### src/rtl/write_pump_reader_if.sv
// write_pump_reader_if
// Groups the RAM read port, the half-full/release handshake toward the
// filler and the byte stream toward the medium writer.
//   HALF_FULL      filler -> reader   per-half "sector complete" level
//   HALF_RELEASE   reader -> filler   one-cycle "half drained" pulse
//   RADDR_SW_PUMP  reader -> RAM      read address
//   RENA_SW_PUMP   reader -> RAM      read enable
//   Q_SW_PUMP      RAM -> reader      read data, one cycle after RENA
//   DOUT/DOUT_VALID/DOUT_READY        byte stream, valid/ready
//   BUSY, CUR_HALF                    status
// Modport master is the reader's view, slave is the environment's view.
interface write_pump_reader_if #(
    parameter int ADDR_W = 10
);
    logic [1:0]        HALF_FULL;
    logic [1:0]        HALF_RELEASE;
    logic [ADDR_W-1:0] RADDR_SW_PUMP;
    logic              RENA_SW_PUMP;
    logic [7:0]        Q_SW_PUMP;
    logic [7:0]        DOUT;
    logic              DOUT_VALID;
    logic              DOUT_READY;
    logic              BUSY;
    logic              CUR_HALF;

    modport master (
        input  HALF_FULL,
        input  Q_SW_PUMP,
        input  DOUT_READY,
        output HALF_RELEASE,
        output RADDR_SW_PUMP,
        output RENA_SW_PUMP,
        output DOUT,
        output DOUT_VALID,
        output BUSY,
        output CUR_HALF
    );

    modport slave (
        output HALF_FULL,
        output Q_SW_PUMP,
        output DOUT_READY,
        input  HALF_RELEASE,
        input  RADDR_SW_PUMP,
        input  RENA_SW_PUMP,
        input  DOUT,
        input  DOUT_VALID,
        input  BUSY,
        input  CUR_HALF
    );
endinterface

### src/rtl/write_pump_reader.sv
// write_pump_reader
// Drains one 512-byte half of the write-pump ping-pong RAM at a time, in
// strict alternation starting with half 0, and streams the bytes out on a
// valid/ready interface. After the last byte of a half is accepted the half
// is handed back to the filler with a one-cycle HALF_RELEASE pulse.
// Ports:
//   CLK  clock, all logic on posedge
//   RST  synchronous active-high reset
//   bus  write_pump_reader_if.master (RAM read port, half handshake,
//        byte stream, status)
module write_pump_reader #(
    parameter int HALF_WORDS = 512,
    parameter int ADDR_W     = 10
) (
    input  logic                CLK,
    input  logic                RST,
    write_pump_reader_if.master bus
);

    localparam logic [ADDR_W-1:0] HALF_CNT  = ADDR_W'(HALF_WORDS);
    localparam logic [ADDR_W-1:0] HALF_LAST = ADDR_W'(HALF_WORDS - 1);

    typedef enum logic [1:0] {
        IDLE   = 2'b00,
        STREAM = 2'b01,
        DONE   = 2'b10
    } state_t;

    state_t            state_r;
    state_t            state_s;
    logic              cur_half_r;
    logic [ADDR_W-1:0] ptr_r;
    logic [ADDR_W-1:0] issued_r;
    logic [ADDR_W-1:0] accepted_r;
    logic              inflight_r;
    logic [1:0]        fifo_cnt_r;
    logic [1:0]        fifo_cnt_s;
    logic [7:0]        head_r;
    logic [7:0]        tail_r;
    logic              dout_valid_r;
    logic [1:0]        release_r;
    logic [1:0]        release_s;
    logic              busy_r;

    logic              pop_s;
    logic              push_s;
    logic              issue_s;
    logic              last_pop_s;
    logic [2:0]        occupancy_s;

    // Handshake, RAM return and projected FIFO occupancy for the issue check.
    // A pop implies the FIFO is non-empty, so the subtraction cannot wrap.
    always_comb begin
        pop_s       = dout_valid_r & bus.DOUT_READY;
        push_s      = inflight_r;
        occupancy_s = {1'b0, fifo_cnt_r} + {2'b00, inflight_r} - {2'b00, pop_s};
        last_pop_s  = pop_s & (accepted_r == HALF_LAST);
        fifo_cnt_s  = fifo_cnt_r + {1'b0, push_s} - {1'b0, pop_s};
    end

    // Next-state, read issue and release decode.
    always_comb begin
        state_s   = state_r;
        issue_s   = 1'b0;
        release_s = 2'b00;
        case (state_r)
            IDLE: begin
                // Only the half whose turn it is matters; the other is ignored.
                if (bus.HALF_FULL[cur_half_r]) begin
                    state_s = STREAM;
                end else begin
                    state_s = IDLE;
                end
            end
            STREAM: begin
                // Issue only if the byte still fits once everything already
                // buffered or in flight has landed, assuming no further pops.
                if ((issued_r < HALF_CNT) && (occupancy_s < 3'd2)) begin
                    issue_s = 1'b1;
                end else begin
                    issue_s = 1'b0;
                end
                if (last_pop_s) begin
                    state_s   = DONE;
                    release_s = cur_half_r ? 2'b10 : 2'b01;
                end else begin
                    state_s = STREAM;
                end
            end
            DONE: begin
                state_s = IDLE;
            end
            default: begin
                state_s = IDLE;
            end
        endcase
    end

    // State register, pointer/counters, half selector and status registers.
    always_ff @(posedge CLK) begin
        if (RST) begin
            state_r    <= IDLE;
            cur_half_r <= 1'b0;
            ptr_r      <= '0;
            issued_r   <= '0;
            accepted_r <= '0;
            inflight_r <= 1'b0;
            release_r  <= 2'b00;
            busy_r     <= 1'b0;
        end else begin
            state_r    <= state_s;
            inflight_r <= issue_s;
            release_r  <= release_s;
            busy_r     <= (state_s != IDLE);
            if ((state_r == IDLE) && (state_s == STREAM)) begin
                ptr_r      <= {cur_half_r, {(ADDR_W-1){1'b0}}};
                issued_r   <= '0;
                accepted_r <= '0;
            end else begin
                if (issue_s) begin
                    // Top bit holds the half; only the offset advances.
                    ptr_r    <= {ptr_r[ADDR_W-1], ptr_r[ADDR_W-2:0] + (ADDR_W-1)'(1)};
                    issued_r <= issued_r + ADDR_W'(1);
                end
                if (pop_s) begin
                    accepted_r <= accepted_r + ADDR_W'(1);
                end
            end
            if (state_r == DONE) begin
                cur_half_r <= ~cur_half_r;
            end
        end
    end

    // Two-entry output FIFO: head_r drives DOUT, tail_r absorbs the byte
    // still in flight when the consumer stalls.
    always_ff @(posedge CLK) begin
        if (RST) begin
            fifo_cnt_r   <= 2'd0;
            head_r       <= 8'h00;
            tail_r       <= 8'h00;
            dout_valid_r <= 1'b0;
        end else begin
            fifo_cnt_r   <= fifo_cnt_s;
            dout_valid_r <= (fifo_cnt_s != 2'd0);
            case ({push_s, pop_s})
                2'b10: begin
                    if (fifo_cnt_r == 2'd0) begin
                        head_r <= bus.Q_SW_PUMP;
                    end else begin
                        tail_r <= bus.Q_SW_PUMP;
                    end
                end
                2'b01: begin
                    if (fifo_cnt_r == 2'd2) begin
                        head_r <= tail_r;
                    end
                end
                2'b11: begin
                    if (fifo_cnt_r == 2'd2) begin
                        head_r <= tail_r;
                        tail_r <= bus.Q_SW_PUMP;
                    end else begin
                        head_r <= bus.Q_SW_PUMP;
                    end
                end
                default: begin
                end
            endcase
        end
    end

    assign bus.RENA_SW_PUMP  = issue_s;
    assign bus.RADDR_SW_PUMP = ptr_r;
    assign bus.DOUT          = head_r;
    assign bus.DOUT_VALID    = dout_valid_r;
    assign bus.HALF_RELEASE  = release_r;
    assign bus.BUSY          = busy_r;
    assign bus.CUR_HALF      = cur_half_r;

endmodule

### src/flat_wrapper.sv
// flat-port wrapper written by rule: the top's interface ports become plain ports
module write_pump_reader_flat 
#(
    parameter int HALF_WORDS = 512,
    parameter int ADDR_W     = 10
)
  (CLK, RST, bus_HALF_FULL, bus_Q_SW_PUMP, bus_DOUT_READY, bus_HALF_RELEASE, bus_RADDR_SW_PUMP, bus_RENA_SW_PUMP, bus_DOUT, bus_DOUT_VALID, bus_BUSY, bus_CUR_HALF);
  write_pump_reader_if #(.ADDR_W(ADDR_W)) bus_i ();
  input  logic CLK;
  input  logic RST;
  input wire logic [$bits(bus_i.HALF_FULL)-1:0] bus_HALF_FULL;
  input wire logic [$bits(bus_i.Q_SW_PUMP)-1:0] bus_Q_SW_PUMP;
  input wire logic [$bits(bus_i.DOUT_READY)-1:0] bus_DOUT_READY;
  output wire logic [$bits(bus_i.HALF_RELEASE)-1:0] bus_HALF_RELEASE;
  output wire logic [$bits(bus_i.RADDR_SW_PUMP)-1:0] bus_RADDR_SW_PUMP;
  output wire logic [$bits(bus_i.RENA_SW_PUMP)-1:0] bus_RENA_SW_PUMP;
  output wire logic [$bits(bus_i.DOUT)-1:0] bus_DOUT;
  output wire logic [$bits(bus_i.DOUT_VALID)-1:0] bus_DOUT_VALID;
  output wire logic [$bits(bus_i.BUSY)-1:0] bus_BUSY;
  output wire logic [$bits(bus_i.CUR_HALF)-1:0] bus_CUR_HALF;
  assign bus_i.HALF_FULL = bus_HALF_FULL;
  assign bus_i.Q_SW_PUMP = bus_Q_SW_PUMP;
  assign bus_i.DOUT_READY = bus_DOUT_READY;
  assign bus_HALF_RELEASE = bus_i.HALF_RELEASE;
  assign bus_RADDR_SW_PUMP = bus_i.RADDR_SW_PUMP;
  assign bus_RENA_SW_PUMP = bus_i.RENA_SW_PUMP;
  assign bus_DOUT = bus_i.DOUT;
  assign bus_DOUT_VALID = bus_i.DOUT_VALID;
  assign bus_BUSY = bus_i.BUSY;
  assign bus_CUR_HALF = bus_i.CUR_HALF;
  write_pump_reader #(.HALF_WORDS(HALF_WORDS), .ADDR_W(ADDR_W)) u_core (.CLK(CLK), .RST(RST), .bus(bus_i));
endmodule
### config.mk
export PLATFORM = sky130hd
export DESIGN_NAME = write_pump_reader_flat
export DESIGN_NICKNAME = d
export VERILOG_FILES = /design/src/rtl/write_pump_reader_if.sv /design/src/rtl/write_pump_reader.sv /design/src/flat_wrapper.sv
export SDC_FILE = /design/constraint.sdc
export NUM_CORES = 1
export LEC_CHECK = 0
export ABC_AREA = 1
export CAP_MARGIN = 20
export CORE_UTILIZATION = 25
export DETAILED_ROUTE_END_ITERATION = 10
export GPL_TIMING_DRIVEN = 0
export MAX_ROUTING_LAYER = met4
export PLACE_DENSITY = 0.47
export RECOVER_POWER = 25
export SETUP_SLACK_MARGIN = 0.02
export SLEW_MARGIN = 20
export SYNTH_ARGS = -nofsm -noshare
export SYNTH_HDL_FRONTEND = slang
export SYNTH_SLANG_ARGS = --single-unit
### constraint.sdc
create_clock -name CLK -period 2.9 [get_ports CLK]
set_clock_uncertainty 0.1 [all_clocks]
set_input_delay 0.29 -clock CLK [delete_from_list [all_inputs] [get_ports CLK]]
set_output_delay 0.29 -clock CLK [all_outputs]
set_load 0.05 [all_outputs]
==> out/qor.yml <==
status: "finished clean"
finalHoldViolations: 0
synth_common_cells: "nand2_1 (130), inv_1 (57), dfxtp_1 (56)"
dp_hpwl_um: 4310
wirelength_um: 6030
design.core.area_um2: 10300
crit_chain: "buf_4 -> or2_4 -> nand2_1 -> ha_2 -> fa_1 -> nor2_1 -> nand2_1 -> nor2_4 -> buf_6 -> buf_8"
layout-drive-gt1-share_pct: 6.67
io_pins: 37
cpMaxStageDelayCell: "fa_1"
critical_path_class: "flop to output port"
hold_path_class: "input pin to flop"
worstMarginPinSlew_ns: 0.562
die_w_um: 105
fin_setup_tns_ns: 0
synthesis.area_um2: 2660
ys_seq_elements: 56
ys_top_cells_by_area: "dfxtp_1 (42%), nand2_1 (18%), inv_1 (8.1%)"
yosysTopAreaCell: "dfxtp_1"
synth_top_area_share_pct: 42.2
syn_inst: 401
routedWlPerCell_um: 10.3
grt_pass1_wl_um: 10300
synth_edf_count: 0
critical_path.most_common_cell: "nand2_1"
fmax_ghz: 0.372
dr_total_vias: 2512
maxCapViolations: 0
num-nets-final: 467
p_per_area_nw_per_um2: 671
synth.distinct_cells: 24
syn_avg_cell_area_um2: 6.62
antenna_found_initial: 0
clockRootBuffer: "clkbuf_8"
cts-buffers-inserted: 5
start_util_pct: 25.7
yosysMostFrequentCell: "nand2_1"
cts_tree: "built"
synth_warnings: 0
worstPathMaxFanout: 10
die_area_um2: 11000
syn_to_final_growth_pct: 25.1
antenna_left: 0
gr-total-overflow: 0
worst_slack_ns: 0.210
track_usage_pct: 11.8
io_buffers: 36
ir_worst_vdd_mv: 0.233
grt_pass1_vias: 2246
ys_seq_area_share_pct: 42.2
cts_hold_buf: 0
htreeDepth: 2
max-slew-margin-rel_pct: 62.5
cp_data_required_time_ns: 2.51
die_y_um: 105
slowest_delay_ns: 0.43
r2r_slack_ns: 0.38
period_share_pct: 92.8
finalCriticalPeriod_ns: 2.69
drc: 0
critPathLaunchType: "flop"
grt_setup_unrepaired: "false"
synth_ff_type: "dfxtp_1"
clk_path_buf_depth: 2
vias_per_cell: 4.29
syn_nets: 419
gp_congestion: 0.809
synth-async-reset-ratio_pct: 0
rows: 37
setup_viol: 0
cts_sinks: 56
firstDrtPassIters: 4
insertion_delay_ns: 0.31
utilization_pct: 32.2
leakage_uw: 0.00134
critical_path_buf_inv_count: 3
path_delay_family: "simple AND/OR/NAND/NOR gates"
drtIter0Drc: 73
diodes: 0
path_clk_slew_ns: 0.10
pre_cts_ws_ns: -0.824
finalMaxSlewViolations: 0
crit_arrival_ns: 2.30
grt_max_degree: 17
cp-end-kind: "output port"
-- timing repair --
action                                  in CTS  in global routing
pin swaps                                    2                  3
endpoints found under the setup margin       1                  2
buffers inserted                             3                  2
gates resized for setup                     11                  5
-- kinds of logic after synthesis --
logic type | Yosys count | synth area share, %
AOI/OAI and AO/OA | 38 | 7.45
buffers and inverters | 67 | 10.4
xor gates and xnor gates | 2 | 0.660
and+or+nand+nor | 233 | 36.7
DFF | 56 | 42.2
adders and majority gates | 5 | 2.64
-- final cells by class --
cell class                 count  area, um2
multi-input combinational    278       1250
timing repair buffer          41        405
clock inverter                 1       7.51
fill                        1128       7000
inverter                      60        225
sequential                    56       1120
clock buffer                   7       86.3
buffer                         7       52.6
tap                          136        170
-- through the flow --
stage	cell area (um2)	power, uW	hold slack, ns	instances
4_1_cts	3310	2270	0.356	584
5_1_grt	3320	2390	0.296	586
3_3_place_gp	3190	1770	0.330	573
6_report	3320	2230	0.293	586
3_5_place_dp	3190	1780	0.343	573
2_1_floorplan	2660	1520	0.321	401
-- registers in the layout, summed over array words and instances, names as in the netlist --
signal and count:
u_core.bus.DOUT_VALID 1, u_core.issued_r 10, u_core.state_r 2, u_core.bus.HALF_RELEASE 2
u_core.bus.BUSY 1, u_core.bus.RADDR_SW_PUMP 10, u_core.bus.CUR_HALF 1, u_core.tail_r 8
u_core.inflight_r 1, u_core.accepted_r 10, u_core.bus.DOUT 8, u_core.fifo_cnt_r 2
-- worst reg2reg max path: stages, from the launching register on --
cell     delay, ns
dfxtp_2       0.33
buf_4         0.16
or2_4         0.26
nand2_1       0.06
ha_2          0.17
fa_1          0.43
nor2_1        0.11
nand2_1       0.09
nor2_4        0.11
buf_4         0.11
buf_4         0.12
buf_6         0.14
nand3_1       0.08
nand2_1       0.07
nor2_1        0.04
-- path summary, 6_finish.rpt --
path / end / depth (start not counted) / start
worst max-delay path: bus_RENA_SW_PUMP / 10 / u_core.inflight_r$_SDFF_PP0_
worst min-delay path: u_core.accepted_r[0]$_SDFFE_PP0P_ / 3 / bus_DOUT_READY
worst max register to register: u_core.issued_r[5]$_SDFFE_PP0P_ / 14 / u_core.inflight_r$_SDFF_PP0_
worst min register to register: u_core.accepted_r[6]$_SDFFE_PP0P_ / 2 / u_core.accepted_r[6]$_SDFFE_PP0P_
-- where the power goes --
group | switching (uW) | leakage (uW) | internal (uW)
registers | 47.9 | 0.000454 | 852
clock network | 251 | 0.0000445 | 195
logic | 584 | 0.000840 | 299
-- cell usage in the layout (no fill, tap or decap), types with 4 or more instances in the layout --
| master | count |
|---|---|
| clkbuf_1 | 4 |
| nor2_1 | 49 |
| nor3_1 | 5 |
| nand3_1 | 35 |
| clkbuf_8 | 6 |
| o21ai_0 | 5 |
| a21oi_1 | 32 |
| inv_1 | 57 |
| buf_4 | 6 |
| nand2_2 | 4 |
| nand2_1 | 131 |
| dfxtp_1 | 55 |
| clkdlybuf4s50_1 | 33 |
-- metal layers --
metal  GRT usage, %  part of all wire (%)  vias to the layer above
met2           18.5                    44                       52
met4           3.62                  0.86                        0
li1               -                     -                     1329
met5              -                     0                        -
met3           2.68                   4.4                        4
met1           15.0                    51                     1127
(Power assumes the default switching activity.)
